File: config.mk
export PLATFORM = sky130hd
export DESIGN_NAME = slavefifo2b_bus_ctrl_flat
export DESIGN_NICKNAME = d
export VERILOG_FILES = /design/src/rtl/slavefifo2b_bus_ctrl_if.sv /design/src/rtl/slavefifo2b_bus_ctrl.sv /design/src/flat_wrapper.sv
export SDC_FILE = /design/constraint.sdc
export NUM_CORES = 1
export LEC_CHECK = 0
export CAP_MARGIN = 20
export CORE_MARGIN = 10
export CORE_UTILIZATION = 55
export DETAILED_ROUTE_END_ITERATION = 7
export DONT_BUFFER_PORTS = 1
export GPL_ROUTABILITY_DRIVEN = 1
export PLACE_DENSITY_LB_ADDON = 0.12
export SYNTH_ARGS = -nofsm -noshare
export SYNTH_HDL_FRONTEND = slang
export SYNTH_SLANG_ARGS = --single-unit
File: constraint.sdc
create_clock -name clk_100 -period 4.1 [get_ports clk_100]
set_input_delay 0.82 -clock clk_100 [delete_from_list [all_inputs] [get_ports clk_100]]
set_output_delay 0.82 -clock clk_100 [all_outputs]
set_load 0.02 [all_outputs]
File: src/rtl/slavefifo2b_bus_ctrl_if.sv
// Bundle of slave-FIFO signals around slavefifo2b_bus_ctrl.
//   Generator side : per-mode write strobe, packet end and data (stream, partial, ZLP),
//                    plus the mode_sel request and the raw FX3 flags.
//   FX3 side       : slcs_/slwr_/slrd_/sloe_/pktend_/fifo_addr/fdata/fdata_oe.
//   Status         : registered flags, per-mode enables, active_mode and traffic counters.
// The controller connects through the master modport; the environment uses slave.
interface slavefifo2b_bus_ctrl_if #(
  parameter int unsigned DATA_W    = 32,
  parameter int unsigned PKT_CNT_W = 16
);
  logic [1:0]           mode_sel;
  logic                 flaga;
  logic                 flagb;
  logic                 slwr_stream_;
  logic                 pktend_stream_;
  logic [DATA_W-1:0]    data_stream;
  logic                 slwr_partial_;
  logic                 pktend_partial_;
  logic [DATA_W-1:0]    data_partial;
  logic                 slwr_zlp_;
  logic                 pktend_zlp_;
  logic [DATA_W-1:0]    data_out_zlp;

  logic                 flaga_d;
  logic                 flagb_d;
  logic                 stream_mode_selected;
  logic                 partial_mode_selected;
  logic                 zlp_mode_selected;
  logic                 slcs_;
  logic                 slwr_;
  logic                 slrd_;
  logic                 sloe_;
  logic                 pktend_;
  logic [1:0]           fifo_addr;
  logic [DATA_W-1:0]    fdata;
  logic                 fdata_oe;
  logic [1:0]           active_mode;
  logic [31:0]          wr_word_cnt;
  logic [PKT_CNT_W-1:0] pkt_cnt;

  modport master (
    input  mode_sel, flaga, flagb,
    input  slwr_stream_, pktend_stream_, data_stream,
    input  slwr_partial_, pktend_partial_, data_partial,
    input  slwr_zlp_, pktend_zlp_, data_out_zlp,
    output flaga_d, flagb_d,
    output stream_mode_selected, partial_mode_selected, zlp_mode_selected,
    output slcs_, slwr_, slrd_, sloe_, pktend_, fifo_addr, fdata, fdata_oe,
    output active_mode, wr_word_cnt, pkt_cnt
  );

  modport slave (
    output mode_sel, flaga, flagb,
    output slwr_stream_, pktend_stream_, data_stream,
    output slwr_partial_, pktend_partial_, data_partial,
    output slwr_zlp_, pktend_zlp_, data_out_zlp,
    input  flaga_d, flagb_d,
    input  stream_mode_selected, partial_mode_selected, zlp_mode_selected,
    input  slcs_, slwr_, slrd_, sloe_, pktend_, fifo_addr, fdata, fdata_oe,
    input  active_mode, wr_word_cnt, pkt_cnt
  );
endinterface

File: src/rtl/slavefifo2b_bus_ctrl.sv
// Output stage between the slave-FIFO mode generators and the FX3 GPIF-II pins.
//   clk_100 : system clock
//   reset   : asynchronous, active-high reset
//   bus     : slavefifo2b_bus_ctrl_if master view (generator inputs, FX3 outputs, status)
// Registers the FX3 flags, debounces mode_sel into a granted mode with a drain interval
// between modes, muxes the granted generator onto registered FX3 pins and counts traffic.
module slavefifo2b_bus_ctrl #(
  parameter int unsigned DATA_W        = 32,
  parameter int unsigned STABLE_CYCLES = 16,
  parameter int unsigned DRAIN_CYCLES  = 32,
  parameter int unsigned PKT_CNT_W     = 16
) (
  input logic                    clk_100,
  input logic                    reset,
  slavefifo2b_bus_ctrl_if.master bus
);

  localparam int unsigned StabW  = $clog2(STABLE_CYCLES) + 1;
  localparam int unsigned DrainW = $clog2(DRAIN_CYCLES) + 1;

  typedef enum logic [1:0] {StIdle, StActive, StDrain} state_e;

  // Flags
  logic flaga_q, flagb_q;

  always_ff @(posedge clk_100 or posedge reset) begin
    if (reset) begin
      flaga_q <= 1'b0;
      flagb_q <= 1'b0;
    end else begin
      flaga_q <= bus.flaga;
      flagb_q <= bus.flagb;
    end
  end

  // Mode request: 2-flop synchronizer followed by a stability filter
  logic [1:0]       sync1_q, sync2_q, req_mode_q;
  logic [StabW-1:0] stab_cnt_q;

  always_ff @(posedge clk_100 or posedge reset) begin
    if (reset) begin
      sync1_q    <= 2'd0;
      sync2_q    <= 2'd0;
      stab_cnt_q <= '0;
      req_mode_q <= 2'd0;
    end else begin
      sync1_q <= bus.mode_sel;
      sync2_q <= sync1_q;
      // sync1 != sync2 means sync2 changes on this edge, so the hold time restarts
      if (sync1_q != sync2_q) begin
        stab_cnt_q <= '0;
      end else if (stab_cnt_q != StabW'(STABLE_CYCLES - 1)) begin
        stab_cnt_q <= stab_cnt_q + 1'b1;
      end else begin
        req_mode_q <= sync2_q;
      end
    end
  end

  // Generator mux, live only while a mode is granted or draining
  state_e            state_q;
  logic [1:0]        active_mode_q;
  logic              mux_slwr, mux_pktend;
  logic [DATA_W-1:0] mux_data;
  logic              gen_busy;

  always_comb begin
    mux_slwr   = 1'b1;
    mux_pktend = 1'b1;
    mux_data   = '0;
    if (state_q != StIdle) begin
      case (active_mode_q)
        2'd1: begin
          mux_slwr   = bus.slwr_stream_;
          mux_pktend = bus.pktend_stream_;
          mux_data   = bus.data_stream;
        end
        2'd2: begin
          mux_slwr   = bus.slwr_partial_;
          mux_pktend = bus.pktend_partial_;
          mux_data   = bus.data_partial;
        end
        2'd3: begin
          mux_slwr   = bus.slwr_zlp_;
          mux_pktend = bus.pktend_zlp_;
          mux_data   = bus.data_out_zlp;
        end
        default: ;
      endcase
    end
    gen_busy = !mux_slwr || !mux_pktend;
  end

  // Registered pin drive and traffic counters
  logic                 slwr_q, pktend_q;
  logic [DATA_W-1:0]    fdata_q;
  logic [31:0]          word_cnt_q;
  logic [PKT_CNT_W-1:0] pkt_cnt_q;

  always_ff @(posedge clk_100 or posedge reset) begin
    if (reset) begin
      slwr_q     <= 1'b1;
      pktend_q   <= 1'b1;
      fdata_q    <= '0;
      word_cnt_q <= '0;
      pkt_cnt_q  <= '0;
    end else begin
      slwr_q   <= mux_slwr;
      pktend_q <= mux_pktend;
      fdata_q  <= mux_data;
      if (!slwr_q) begin
        word_cnt_q <= word_cnt_q + 1'b1;
      end
      if (!pktend_q) begin
        pkt_cnt_q <= pkt_cnt_q + 1'b1;
      end
    end
  end

  // Mode FSM
  logic [2:0]        sel_q;  // {zlp, partial, stream}
  logic              slcs_q, fdata_oe_q;
  logic [DrainW-1:0] drain_cnt_q;

  function automatic logic [2:0] mode_onehot(input logic [1:0] mode);
    case (mode)
      2'd1:    return 3'b001;
      2'd2:    return 3'b010;
      2'd3:    return 3'b100;
      default: return 3'b000;
    endcase
  endfunction

  always_ff @(posedge clk_100 or posedge reset) begin
    if (reset) begin
      state_q       <= StIdle;
      active_mode_q <= 2'd0;
      sel_q         <= 3'b000;
      slcs_q        <= 1'b1;
      fdata_oe_q    <= 1'b0;
      drain_cnt_q   <= '0;
    end else begin
      unique case (state_q)
        StIdle: begin
          if (req_mode_q != 2'd0) begin
            state_q       <= StActive;
            active_mode_q <= req_mode_q;
            sel_q         <= mode_onehot(req_mode_q);
            slcs_q        <= 1'b0;
            fdata_oe_q    <= 1'b1;
          end
        end
        StActive: begin
          if (req_mode_q != active_mode_q) begin
            state_q     <= StDrain;
            sel_q       <= 3'b000;
            drain_cnt_q <= '0;
          end
        end
        StDrain: begin
          // Any strobe from the still-muxed generator restarts the quiet interval
          if (gen_busy) begin
            drain_cnt_q <= '0;
          end else if (drain_cnt_q == DrainW'(DRAIN_CYCLES - 1)) begin
            drain_cnt_q <= '0;
            if (req_mode_q == 2'd0) begin
              state_q       <= StIdle;
              active_mode_q <= 2'd0;
              slcs_q        <= 1'b1;
              fdata_oe_q    <= 1'b0;
            end else begin
              state_q       <= StActive;
              active_mode_q <= req_mode_q;
              sel_q         <= mode_onehot(req_mode_q);
            end
          end else begin
            drain_cnt_q <= drain_cnt_q + 1'b1;
          end
        end
        default: state_q <= StIdle;
      endcase
    end
  end

  assign bus.flaga_d               = flaga_q;
  assign bus.flagb_d               = flagb_q;
  assign bus.stream_mode_selected  = sel_q[0];
  assign bus.partial_mode_selected = sel_q[1];
  assign bus.zlp_mode_selected     = sel_q[2];
  assign bus.slcs_                 = slcs_q;
  assign bus.slwr_                 = slwr_q;
  assign bus.slrd_                 = 1'b1;
  assign bus.sloe_                 = 1'b1;
  assign bus.pktend_               = pktend_q;
  assign bus.fifo_addr             = 2'b00;
  assign bus.fdata                 = fdata_q;
  assign bus.fdata_oe              = fdata_oe_q;
  assign bus.active_mode           = active_mode_q;
  assign bus.wr_word_cnt           = word_cnt_q;
  assign bus.pkt_cnt               = pkt_cnt_q;

endmodule

File: src/flat_wrapper.sv
// flat-port wrapper written by rule: the top's interface ports become plain ports
module slavefifo2b_bus_ctrl_flat 
#(
  parameter int unsigned DATA_W        = 32,
  parameter int unsigned STABLE_CYCLES = 16,
  parameter int unsigned DRAIN_CYCLES  = 32,
  parameter int unsigned PKT_CNT_W     = 16
)
  (clk_100, reset, bus_mode_sel, bus_flaga, bus_flagb, bus_slwr_stream_, bus_pktend_stream_, bus_data_stream, bus_slwr_partial_, bus_pktend_partial_, bus_data_partial, bus_slwr_zlp_, bus_pktend_zlp_, bus_data_out_zlp, bus_flaga_d, bus_flagb_d, bus_stream_mode_selected, bus_partial_mode_selected, bus_zlp_mode_selected, bus_slcs_, bus_slwr_, bus_slrd_, bus_sloe_, bus_pktend_, bus_fifo_addr, bus_fdata, bus_fdata_oe, bus_active_mode, bus_wr_word_cnt, bus_pkt_cnt);
  slavefifo2b_bus_ctrl_if #(.DATA_W(DATA_W), .PKT_CNT_W(PKT_CNT_W)) bus_i ();
  input logic clk_100;
  input logic reset;
  input wire logic [$bits(bus_i.mode_sel)-1:0] bus_mode_sel;
  input wire logic [$bits(bus_i.flaga)-1:0] bus_flaga;
  input wire logic [$bits(bus_i.flagb)-1:0] bus_flagb;
  input wire logic [$bits(bus_i.slwr_stream_)-1:0] bus_slwr_stream_;
  input wire logic [$bits(bus_i.pktend_stream_)-1:0] bus_pktend_stream_;
  input wire logic [$bits(bus_i.data_stream)-1:0] bus_data_stream;
  input wire logic [$bits(bus_i.slwr_partial_)-1:0] bus_slwr_partial_;
  input wire logic [$bits(bus_i.pktend_partial_)-1:0] bus_pktend_partial_;
  input wire logic [$bits(bus_i.data_partial)-1:0] bus_data_partial;
  input wire logic [$bits(bus_i.slwr_zlp_)-1:0] bus_slwr_zlp_;
  input wire logic [$bits(bus_i.pktend_zlp_)-1:0] bus_pktend_zlp_;
  input wire logic [$bits(bus_i.data_out_zlp)-1:0] bus_data_out_zlp;
  output wire logic [$bits(bus_i.flaga_d)-1:0] bus_flaga_d;
  output wire logic [$bits(bus_i.flagb_d)-1:0] bus_flagb_d;
  output wire logic [$bits(bus_i.stream_mode_selected)-1:0] bus_stream_mode_selected;
  output wire logic [$bits(bus_i.partial_mode_selected)-1:0] bus_partial_mode_selected;
  output wire logic [$bits(bus_i.zlp_mode_selected)-1:0] bus_zlp_mode_selected;
  output wire logic [$bits(bus_i.slcs_)-1:0] bus_slcs_;
  output wire logic [$bits(bus_i.slwr_)-1:0] bus_slwr_;
  output wire logic [$bits(bus_i.slrd_)-1:0] bus_slrd_;
  output wire logic [$bits(bus_i.sloe_)-1:0] bus_sloe_;
  output wire logic [$bits(bus_i.pktend_)-1:0] bus_pktend_;
  output wire logic [$bits(bus_i.fifo_addr)-1:0] bus_fifo_addr;
  output wire logic [$bits(bus_i.fdata)-1:0] bus_fdata;
  output wire logic [$bits(bus_i.fdata_oe)-1:0] bus_fdata_oe;
  output wire logic [$bits(bus_i.active_mode)-1:0] bus_active_mode;
  output wire logic [$bits(bus_i.wr_word_cnt)-1:0] bus_wr_word_cnt;
  output wire logic [$bits(bus_i.pkt_cnt)-1:0] bus_pkt_cnt;
  assign bus_i.mode_sel = bus_mode_sel;
  assign bus_i.flaga = bus_flaga;
  assign bus_i.flagb = bus_flagb;
  assign bus_i.slwr_stream_ = bus_slwr_stream_;
  assign bus_i.pktend_stream_ = bus_pktend_stream_;
  assign bus_i.data_stream = bus_data_stream;
  assign bus_i.slwr_partial_ = bus_slwr_partial_;
  assign bus_i.pktend_partial_ = bus_pktend_partial_;
  assign bus_i.data_partial = bus_data_partial;
  assign bus_i.slwr_zlp_ = bus_slwr_zlp_;
  assign bus_i.pktend_zlp_ = bus_pktend_zlp_;
  assign bus_i.data_out_zlp = bus_data_out_zlp;
  assign bus_flaga_d = bus_i.flaga_d;
  assign bus_flagb_d = bus_i.flagb_d;
  assign bus_stream_mode_selected = bus_i.stream_mode_selected;
  assign bus_partial_mode_selected = bus_i.partial_mode_selected;
  assign bus_zlp_mode_selected = bus_i.zlp_mode_selected;
  assign bus_slcs_ = bus_i.slcs_;
  assign bus_slwr_ = bus_i.slwr_;
  assign bus_slrd_ = bus_i.slrd_;
  assign bus_sloe_ = bus_i.sloe_;
  assign bus_pktend_ = bus_i.pktend_;
  assign bus_fifo_addr = bus_i.fifo_addr;
  assign bus_fdata = bus_i.fdata;
  assign bus_fdata_oe = bus_i.fdata_oe;
  assign bus_active_mode = bus_i.active_mode;
  assign bus_wr_word_cnt = bus_i.wr_word_cnt;
  assign bus_pkt_cnt = bus_i.pkt_cnt;
  slavefifo2b_bus_ctrl #(.DATA_W(DATA_W), .STABLE_CYCLES(STABLE_CYCLES), .DRAIN_CYCLES(DRAIN_CYCLES), .PKT_CNT_W(PKT_CNT_W)) u_core (.clk_100(clk_100), .reset(reset), .bus(bus_i));
endmodule
==> key figures, run 1 <==
Clock network
  – Root Driver: clkbuf_8
  – Num CTS Buffers: 9
  – Clock transition at path regs: 0.10 ns
  – Hold-fix buffers, CTS: 0
  – Number of setup buffers added after CTS: 0
  – Worst-Skew Late Latency: 0.36 ns
  – H-tree levels: 3
  – CTS tree: yes
  – Max clock buf depth: 2
  – Clk sinks: 110
  – Cts repair resizes: 0

Synth
  – Ys flop type: dfrtp_1
  – Cell with the most instances after synthesis: dfrtp_1
  – Top post-synthesis cells by area: dfrtp_1, xnor2_1, mux2i_1, nor2_1, a21oi_1
  – Register area share after synthesis: 0.5333
  – Mapped Avg Cell Area: 10.55 µm²
  – #FFs+latches synth: 110
  – Syn. warnings: 0
  – Synth cell count leaders: dfrtp_1, nor2_1, xnor2_1
  – Post-synth EDFFs: 0
  – Syn Inst Count: 490
  – Dominant cell type by area after synthesis: dfrtp_1
  – Synth top area share: 0.5180
  – Async S/R FF share, synth: 1.000
  – Post-Syn Area: 0.005169 mm²
  – Yosys cell types: 51

Power
  – Pleak: 2.709 nW
  – Comb pwr share: 0.037
  – Max IR drop VDD: 0.1904 mV
  – P_int: 1.419 mW
  – Sw power: 0.4200 mW
  – Clock share of power: 0.364
  – Reg power frac: 0.599
  – Sw frac: 0.2284
  – PD cells: 338.0 mW/mm²

Detailed routing
  – Drt pass-1 iters: 5
  – Initial DRC count: 282
  – DR vias/cell: 5.768
  – Final ANT Viol Nets: 0
  – DRC errors left: 0
  – DR vias: 3455
  – Total Wirelength: 12410 µm
  – WL/cell: 20.71 µm

STA
  – Setup Skew: 0.01384 ns
  – Fin crit share: 0.5657
  – WHS: 0.4059 ns
  – Slew @ Worst Pin: 0.8678 ns
  – Final Hold Vio Count: 0
  – Final Slew Violations: 0
  – Max Fclk: 431.2 MHz
  – Max-slew headroom: 0.4201
  – # setup viols final: 0
  – Setup TNS Final: 0 ns
  – Unrepaired setup endpoints after global routing: false
  – Tmin final: 2.319 ns

Placed design
  – Placed Cells incl. Taps: 583
  – IO Port Bufs: 0
  – Gpl congestion: 0.8539
  – DP Wirelength: 9674 µm

Hold path
  – Worst hold endpoint: u_core.sync2_q[1]$_DFF_PP0_
  – Hold Path Origin: u_core.sync1_q[1]$_DFF_PP0_
  – Hold path cells: 0
  – Worst hold path type: flop to flop

Setup path
  – Crit Path Class: flop to flop
  – Critical Path AT: 2.57 ns
  – Worst Reg-to-Reg Cells: 6
  – Reg-to-reg slack, setup: 1.78 ns
  – Worst Setup Start Kind: flop
  – Crit Path Max Fanout: 24
  – Crit. End Element: flop
  – R2R Path End: u_core.sel_q[2]$_DFFE_PP0P_
  – Reg-to-reg critical path startpoint: u_core.bus.active_mode[1]$_DFFE_PP0P_
  – Critical path required time: 4.35 ns

Floorplanning
  – Die width: 116.9 µm
  – Core area: 0.009196 mm²
  – Die extent in y: 116.9 µm
  – Ports: 203
  – Full die area: 0.01368 mm²
  – Effective utilization at floorplan: 0.5620
  – Rows: 35

Final layout
  – Ant. Diodes: 0
  – Post-route insts no fill: 599
  – Final #Nets: 596
  – Share of cells above drive strength 1: 0.09631
  – Area grow syn2layout: 5.253%

Global route
  – Initial antenna violation count: 0
  – Total grt overflow: 0
  – Vias in the first global route: 3391
  – Overall global routing resource usage: 0.1749
  – Largest net degree at the start of global routing: 68
  – First-pass GRT wire length: 18630 µm

Outcome
  – Status: finished, final reports clean

Flow run
  – Total of max-cap violations: 0
-- power groups by stage --
stage / combinational [mW] / clock, mW / sequential, mW
floorplan: 0.0587 / 0 / 1.12
global placement: 0.0685 / 0 / 1.12
detailed placement: 0.0699 / 0 / 1.12
CTS: 0.0701 / 0.689 / 1.10
global route: 0.0800 / 0.735 / 1.10
finish: 0.0677 / 0.670 / 1.10
-- registers in the layout, indices dropped and copies added, names as in the netlist, 2 cells and up --
register and cells:
u_core.bus.active_mode 2, u_core.bus.fdata 32, u_core.bus.pkt_cnt 16, u_core.bus.wr_word_cnt 32, u_core.drain_cnt_q 6, u_core.req_mode_q 2
u_core.sel_q 3, u_core.stab_cnt_q 5, u_core.state_q 2, u_core.sync1_q 2, u_core.sync2_q 2
-- cells by family after synthesis --
logic type / share of synthesized area
other cells: 0.001453
xor+xnor: 0.09150
fa+ha+maj: 0.01210
compound gates: 0.07287
mux: 0.08739
simple gates: 0.1704
buf+inv: 0.03098
flops: 0.5333
-- worst max path at each step --
stage / from / end / slack, ns / cells past startpoint
5_1_grt: u_core.state_q[1]$_DFFE_PP0P_ / u_core.sel_q[2]$_DFFE_PP0P_ / 1.63 / 5
2_1_floorplan: reset / u_core.bus.active_mode[0]$_DFFE_PP0P_ / 0.38 / 1
3_3_place_gp: u_core.state_q[0]$_DFFE_PP0P_ / u_core.sel_q[2]$_DFFE_PP0P_ / 1.86 / 5
4_1_cts: u_core.bus.active_mode[1]$_DFFE_PP0P_ / u_core.sel_q[2]$_DFFE_PP0P_ / 1.77 / 6
3_5_place_dp: u_core.bus.active_mode[1]$_DFFE_PP0P_ / u_core.sel_q[1]$_DFFE_PP0P_ / 1.78 / 6
6_report: u_core.bus.active_mode[1]$_DFFE_PP0P_ / u_core.sel_q[2]$_DFFE_PP0P_ / 1.78 / 6
-- cell type report --
type | count | area, µm²
Sequential cell | 110 | 2758
Tap cell | 111 | 138.9
Inverter | 10 | 40.04
Clock buffer | 10 | 137.6
Clock inverter | 6 | 68.82
Timing Repair Buffer | 4 | 30.03
Multi-Input combinational cell | 348 | 2267
Fill cell | 797 | 3756
-- layout by cell type (no fill, tap or decap), drive strengths merged, types with 6 or more instances in the layout --
cell,instances
a21oi,38
and3,10
clkbuf,10
dfrtp,107
inv,12
mux2,8
mux2i,35
nand2,37
nand3,17
nand4,8
nor2,84
o21ai,6
xnor2,41
xor2,13
-- critical path, cell delays in order (launching register included) --
cell and delay, ns:
dfrtp_2 0.73, buf_4 0.47, nand2b_1 0.13, a21oi_2 0.27, a22o_4 0.20, a22oi_4 0.10, mux2_4 0.30
-- metal layers --
layer  GRT usage  wire [µm]  vias up
li1            -          -     1621
met1      0.2169       4977     1678
met2      0.2846       6115      145
met3     0.05556       1182       11
met4     0.05519        129        0
met5           0          0        -
-- through the flow --
stage          total power, mW  utilization  setup slack (ns)  cell area [µm²]
2_1_floorplan            1.180            -            0.3827             5176
3_3_place_gp             1.191       0.5691             1.858             5234
3_5_place_dp             1.193       0.5691             1.781             5234
4_1_cts                  1.861       0.5916             1.773             5440
5_1_grt                  1.918       0.5916             1.633             5440
6_report                 1.839       0.5916             1.781             5440
No activity file was read; power rests on OpenSTA's default activity.
==> inputs of run 2 (changes only) <==
clock period = 2.2 ns   (was 4.1 ns; I/O delays follow)
==> key figures, run 2 (synthesized netlist as in run 1, its figures left out) <==
Flow run
  – Total of max-cap violations: 0 (unchanged)

Power
  – Sw frac: 0.2421 (was 0.2284)
  – Power, Total: 3.314 mW (was 1.839 mW)
  – P_int: 2.512 mW (was 1.419 mW)
  – Clock share of power: 0.342 (was 0.364)
  – PD cells: 603.2 mW/mm² (was 338.0 mW/mm²)
  – Comb pwr share: 0.039 (was 0.037)
  – Sw power: 0.8022 mW (was 0.4200 mW)
  – Reg power frac: 0.619 (was 0.599)
  – Pleak: 2.735 nW (was 2.709 nW)
  – Max IR drop VDD: 0.3212 mV (was 0.1904 mV)

Setup path
  – Worst Setup Start Kind: flop (unchanged)
  – Crit. End Element: flop (unchanged)
  – Crit Path Class: flop to flop (unchanged)
  – Critical Path AT: 2.14 ns (was 2.57 ns)
  – Crit Path Max Fanout: 6 (was 24)
  – Critical path required time: 2.46 ns (was 4.35 ns)

Placed design
  – IO Port Bufs: 0 (unchanged)
  – Gpl congestion: 0.8185 (was 0.8539)
  – Dpl cell area: 0.005310 mm² (was 0.005234 mm²)
  – DP Wirelength: 10090 µm (was 9674 µm)
  – Placed Cells incl. Taps: 592 (was 583)
  – Pre-CTS WS: 0.3277 ns (was 1.781 ns)

STA
  – Final Hold Vio Count: 0 (unchanged)
  – Max-slew headroom: 0.6489 (was 0.4201)
  – Fin crit share: 0.8573 (was 0.5657)
  – Final Slew Violations: 0 (unchanged)
  – Tmin final: 1.886 ns (was 2.319 ns)
  – # setup viols final: 0 (unchanged)
  – Setup slack after layout: 0.3140 ns (was 1.781 ns)
  – Unrepaired setup endpoints after global routing: false (unchanged)
  – Max Fclk: 530.2 MHz (was 431.2 MHz)
  – Slew @ Worst Pin: 0.5267 ns (was 0.8678 ns)
  – WHS: 0.04143 ns (was 0.4059 ns)
  – Setup Skew: 0.01525 ns (was 0.01384 ns)
  – Setup TNS Final: 0 ns (unchanged)

Final layout
  – Final Core Density: 0.5974 (was 0.5916)
  – Post-route cell area: 0.005494 mm² (was 0.005440 mm²)
  – Filler cells: 780 (was 797)
  – Final #Nets: 605 (was 596)
  – Commonest non-fill, non-tap cell in the layout: dfrtp_1 (unchanged)
  – Post-route insts no fill: 608 (was 599)
  – Area grow syn2layout: 6.294% (was 5.253%)
  – Share of cells above drive strength 1: 0.1107 (was 0.09631)
  – Ant. Diodes: 0 (unchanged)
  – Most frequent cells in the layout: dfrtp_1, nor2_1, xnor2_1, nand2_1, a21oi_1 (unchanged)

Detailed routing
  – Initial DRC count: 139 (was 282)
  – DR vias/cell: 5.734 (was 5.768)
  – DRC errors left: 0 (unchanged)
  – Total Wirelength: 12550 µm (was 12410 µm)
  – Final ANT Viol Nets: 0 (unchanged)
  – DR vias: 3486 (was 3455)
  – Drt pass-1 iters: 5 (unchanged)
  – WL/cell: 20.64 µm (was 20.71 µm)

Clock network
  – Worst-Skew Late Latency: 0.36 ns (about the same)
  – CTS tree: yes (unchanged)
  – H-tree levels: 3 (unchanged)
  – Max clock buf depth: 2 (unchanged)
  – Root Driver: clkbuf_8 (unchanged)
  – Num CTS Buffers: 9 (unchanged)
  – Clk sinks: 110 (unchanged)
  – Cts repair resizes: 0 (unchanged)
  – Number of setup buffers added after CTS: 0 (unchanged)
  – Clock transition at path regs: 0.10 ns (about the same)
  – Hold-fix buffers, CTS: 0 (unchanged)

Floorplanning
  – Core area: 0.009196 mm² (unchanged)
  – Full die area: 0.01368 mm² (unchanged)
  – Die width: 116.9 µm (unchanged)
  – Rows: 35 (unchanged)
  – Die extent in y: 116.9 µm (unchanged)
  – Ports: 203 (unchanged)
  – Effective utilization at floorplan: 0.5620 (unchanged)

Global route
  – Total grt overflow: 0 (unchanged)
  – Initial antenna violation count: 0 (unchanged)
  – First-pass GRT wire length: 19260 µm (was 18630 µm)
  – Vias in the first global route: 3618 (was 3391)
  – Largest net degree at the start of global routing: 68 (unchanged)
  – Overall global routing resource usage: 0.1804 (was 0.1749)

Hold path
  – Worst hold path type: primary input to async pin (was flop to flop)

Outcome
  – Status: finished, final reports clean (unchanged)
-- run 2: power by group through the flow --
stage	registers (mW)	clock network (mW)	logic, mW
after floorplan	2.09	0	0.110
after global placement	2.09	0	0.131
after global routing	2.06	1.26	0.151
after CTS	2.05	1.17	0.134
after detailed placement	2.09	0	0.134
final	2.05	1.13	0.129
-- run 2: cell type report --
type | count | area (µm²) | share of cell area
inverters | 10 | 41.29 | 0.007515
clock inverters | 6 | 56.30 | 0.01025
well taps | 111 | 138.9 | 0.02528
flip-flops and latches | 110 | 2758 | 0.5019
multi-input cells | 348 | 2262 | 0.4118
clock buffers | 10 | 127.6 | 0.02323
repair buffers | 13 | 110.1 | 0.02004
-- run 2: worst max-delay path: stages (launching register included) --
cell and delay (ns):
dfrtp_1 0.40, ha_1 0.22, nand2_1 0.07, or2_1 0.32, a21o_1 0.24, a22oi_4 0.21, mux2_4 0.32
-- run 2: metal layers --
layer | track usage | part of all wire | up-vias
met3 | 0.05148 | 0.084 | 13
met1 | 0.2129 | 0.39 | 1692
li1 | - | - | 1650
met5 | 0 | 0 | -
met2 | 0.3116 | 0.51 | 131
met4 | 0.05519 | 0.010 | 0
-- run 2: worst paths after layout --
kind,startpoint,end,slack [ns],cells after the start
max,u_core.drain_cnt_q[0]$_DFFE_PP0P_,u_core.sel_q[2]$_DFFE_PP0P_,0.31,6
min,reset,u_core.bus.pkt_cnt[0]$_DFFE_PP0N_,0.04,2
max reg2reg,u_core.drain_cnt_q[0]$_DFFE_PP0P_,u_core.sel_q[2]$_DFFE_PP0P_,0.31,6
min reg2reg,u_core.sync1_q[0]$_DFF_PP0_,u_core.sync2_q[0]$_DFF_PP0_,0.40,0
max in group asynchronous,reset,u_core.bus.slcs_$_DFFE_PP1P_,1.69,2
min in group clk_100,bus_mode_sel[1],u_core.sync1_q[1]$_DFF_PP0_,0.09,0
==> inputs of run 3 (changes only) <==
CORE_MARGIN = not set   (was 10)
==> key figures, run 3 (synthesized netlist as in run 1, its figures left out) <==
Outcome
  – Status: finished, final reports clean (unchanged)

Power
  – PD cells: 645.5 mW/mm² (was 603.2 mW/mm²)
  – Reg power frac: 0.572 (was 0.619)
  – Clock share of power: 0.390 (was 0.342)
  – Max IR drop VDD: 0.4146 mV (was 0.3212 mV)
  – Sw power: 0.7876 mW (was 0.8022 mW)
  – Comb pwr share: 0.038 (was 0.039)
  – Sw frac: 0.2196 (was 0.2421)
  – Power, Total: 3.587 mW (was 3.314 mW)
  – Pleak: 2.765 nW (was 2.735 nW)
  – P_int: 2.800 mW (was 2.512 mW)

STA
  – Final Slew Violations: 0 (unchanged)
  – # setup viols final: 0 (unchanged)
  – Slew @ Worst Pin: 0.6451 ns (was 0.5267 ns)
  – Final Hold Vio Count: 0 (unchanged)
  – Setup TNS Final: 0 ns (unchanged)
  – Max-slew headroom: 0.5691 (was 0.6489)
  – Setup slack after layout: 0.3029 ns (was 0.3140 ns)
  – Fin crit share: 0.8623 (was 0.8573)
  – Tmin final: 1.897 ns (was 1.886 ns)
  – Unrepaired setup endpoints after global routing: false (unchanged)
  – Max Fclk: 527.1 MHz (was 530.2 MHz)
  – Setup Skew: 0.01171 ns (was 0.01525 ns)

Clock network
  – Num CTS Buffers: 9 (unchanged)
  – Number of setup buffers added after CTS: 0 (unchanged)
  – CTS tree: yes (unchanged)
  – Cts repair resizes: 0 (unchanged)
  – Root Driver: clkbuf_8 (unchanged)
  – Hold-fix buffers, CTS: 0 (unchanged)
  – Clock transition at path regs: 0.10 ns (about the same)
  – Clk sinks: 110 (unchanged)
  – Max clock buf depth: 2 (unchanged)
  – Worst-Skew Late Latency: 0.36 ns (about the same)
  – H-tree levels: 3 (unchanged)

Placed design
  – Placed Cells incl. Taps: 591 (was 592)
  – Gpl congestion: 0.8854 (was 0.8185)
  – IO Port Bufs: 0 (unchanged)
  – DP Wirelength: 7981 µm (was 10090 µm)
  – Pre-CTS WS: 0.3081 ns (was 0.3277 ns)

Detailed routing
  – Initial DRC count: 130 (was 139)
  – DR vias/cell: 5.735 (was 5.734)
  – DRC errors left: 0 (unchanged)
  – Final ANT Viol Nets: 0 (unchanged)
  – Total Wirelength: 10800 µm (was 12550 µm)
  – WL/cell: 17.79 µm (was 20.64 µm)
  – DR vias: 3481 (was 3486)
  – Drt pass-1 iters: 4 (was 5)

Global route
  – Overall global routing resource usage: 0.2311 (was 0.1804)
  – Vias in the first global route: 3410 (was 3618)
  – Largest net degree at the start of global routing: 40 (was 68)
  – Total grt overflow: 0 (unchanged)
  – First-pass GRT wire length: 17530 µm (was 19260 µm)
  – Initial antenna violation count: 0 (unchanged)

Setup path
  – Number of cells on the critical path: 5 (was 6)
  – WP buf/inv: 0 (unchanged)
  – Worst Setup Start Kind: flop (unchanged)
  – Crit-path max cell delay: 0.52 ns (was 0.40 ns)
  – Crit. End Element: flop (unchanged)
  – Worst Reg-to-Reg Cells: 5 (was 6)
  – Crit Path Class: flop to flop (unchanged)
  – Top delay family on crit path: multiplexers (was compound AO/OA/AOI/OAI gates)
  – Crit path cell chain: mux2_2 > nand2_1 > a22o_4 > a22oi_4 > mux2_4 (was ha_1 > nand2_1 > or2_1 > a21o_1 > a22oi_4 > mux2_4)
  – CP max-delay cell: dfrtp_2 (was dfrtp_1)
  – Critical path required time: 2.45 ns (was 2.46 ns)
  – Critical Path AT: 2.14 ns (about the same)
  – Crit Path Max Fanout: 10 (was 6)

Final layout
  – Most frequent cells in the layout: dfrtp_1, nor2_1, xnor2_1, nand2_1, a21oi_1 (unchanged)
  – Filler cells: 743 (was 780)
  – Final Core Density: 0.6072 (was 0.5974)
  – Ant. Diodes: 0 (unchanged)
  – Post-route insts no fill: 607 (was 608)
  – Final #Nets: 604 (was 605)
  – Commonest non-fill, non-tap cell in the layout: dfrtp_1 (unchanged)
  – Share of cells above drive strength 1: 0.1109 (was 0.1107)
  – Area grow syn2layout: 7.528% (was 6.294%)

Floorplanning
  – Core area: 0.009153 mm² (was 0.009196 mm²)
  – Ports: 203 (unchanged)
  – Rows: 35 (unchanged)
  – Full die area: 0.009789 mm² (was 0.01368 mm²)
  – Effective utilization at floorplan: 0.5647 (was 0.5620)
  – Die width: 98.94 µm (was 116.9 µm)
  – Die extent in y: 98.94 µm (was 116.9 µm)

Flow run
  – Total of max-cap violations: 0 (unchanged)

Hold path
  – Worst hold path type: primary input to async pin (unchanged)
[run 3: changes by cell type in the layout (fill, tap and decap cells not counted)]
cell	change
clkinv_2	-1
inv_6	+1
nor2_2	-1
nor2_4	+1
clkbuf_1	-1
buf_4	-2
clkinv_4	-2
clkinv_8	-1
clkbuf_8	+2
buf_12	+1
bufinv_16	+2
[run 3: cell type report]
| type | count | area [µm²] | share of cell area |
|---|---|---|---|
| multi-input combinational | 348 | 2267 | 0.4079 |
| tap | 111 | 138.9 | 0.02499 |
| timing repair buffer | 12 | 115.1 | 0.02071 |
| sequential | 110 | 2758 | 0.4962 |
| clock buffer | 11 | 151.4 | 0.02724 |
| inverter | 10 | 41.29 | 0.007429 |
| clock inverter | 5 | 86.33 | 0.01553 |
[run 3: power by group through the flow]
stage	Clock (mW)	Combinational, mW	Sequential, mW
final	1.40	0.137	2.05
after CTS	1.44	0.141	2.05
after detailed placement	0	0.140	2.09
after global placement	0	0.137	2.09
after floorplan	0	0.110	2.09
after global routing	1.52	0.163	2.05
[run 3: worst paths after layout]
| check | slack (ns) | to | startpoint |
|---|---|---|---|
| max | 0.30 | u_core.sel_q[1]$_DFFE_PP0P_ | u_core.bus.active_mode[1]$_DFFE_PP0P_ |
| min | 0.03 | u_core.bus.wr_word_cnt[7]$_DFFE_PP0N_ | reset |
| max reg2reg | 0.30 | u_core.sel_q[1]$_DFFE_PP0P_ | u_core.bus.active_mode[1]$_DFFE_PP0P_ |
| min reg2reg | 0.40 | u_core.sync2_q[0]$_DFF_PP0_ | u_core.sync1_q[0]$_DFF_PP0_ |
| max in group asynchronous | 1.48 | u_core.bus.slcs_$_DFFE_PP1P_ | reset |
| min in group clk_100 | 0.09 | u_core.bus.flagb_d$_DFF_PP0_ | bus_flagb |
[run 3: layer usage]
layer / part of all wire / vias to the layer above / GRT usage
li1: - / 1635 / -
met1: 0.45 / 1704 / 0.3203
met2: 0.46 / 128 / 0.3518
met3: 0.077 / 14 / 0.07092
met4: 0.013 / 0 / 0.06659
met5: 0 / - / 0
[run 3: worst register-to-register path, cell delays in order, from the launching register on]
cell and delay, ns:
dfrtp_2 0.52, mux2_2 0.26, nand2_1 0.12, a22o_4 0.34
a22oi_4 0.22, mux2_4 0.32
[run 3: metrics by stage]
step / hold slack [ns] / instance area [µm²]
floorplan: 0.3727 / 5180
global placement: 0.3848 / 5320
detailed placement: 0.3894 / 5320
CTS: 0.01835 / 5558
global route: 0.03869 / 5558
finish: 0.02590 / 5558
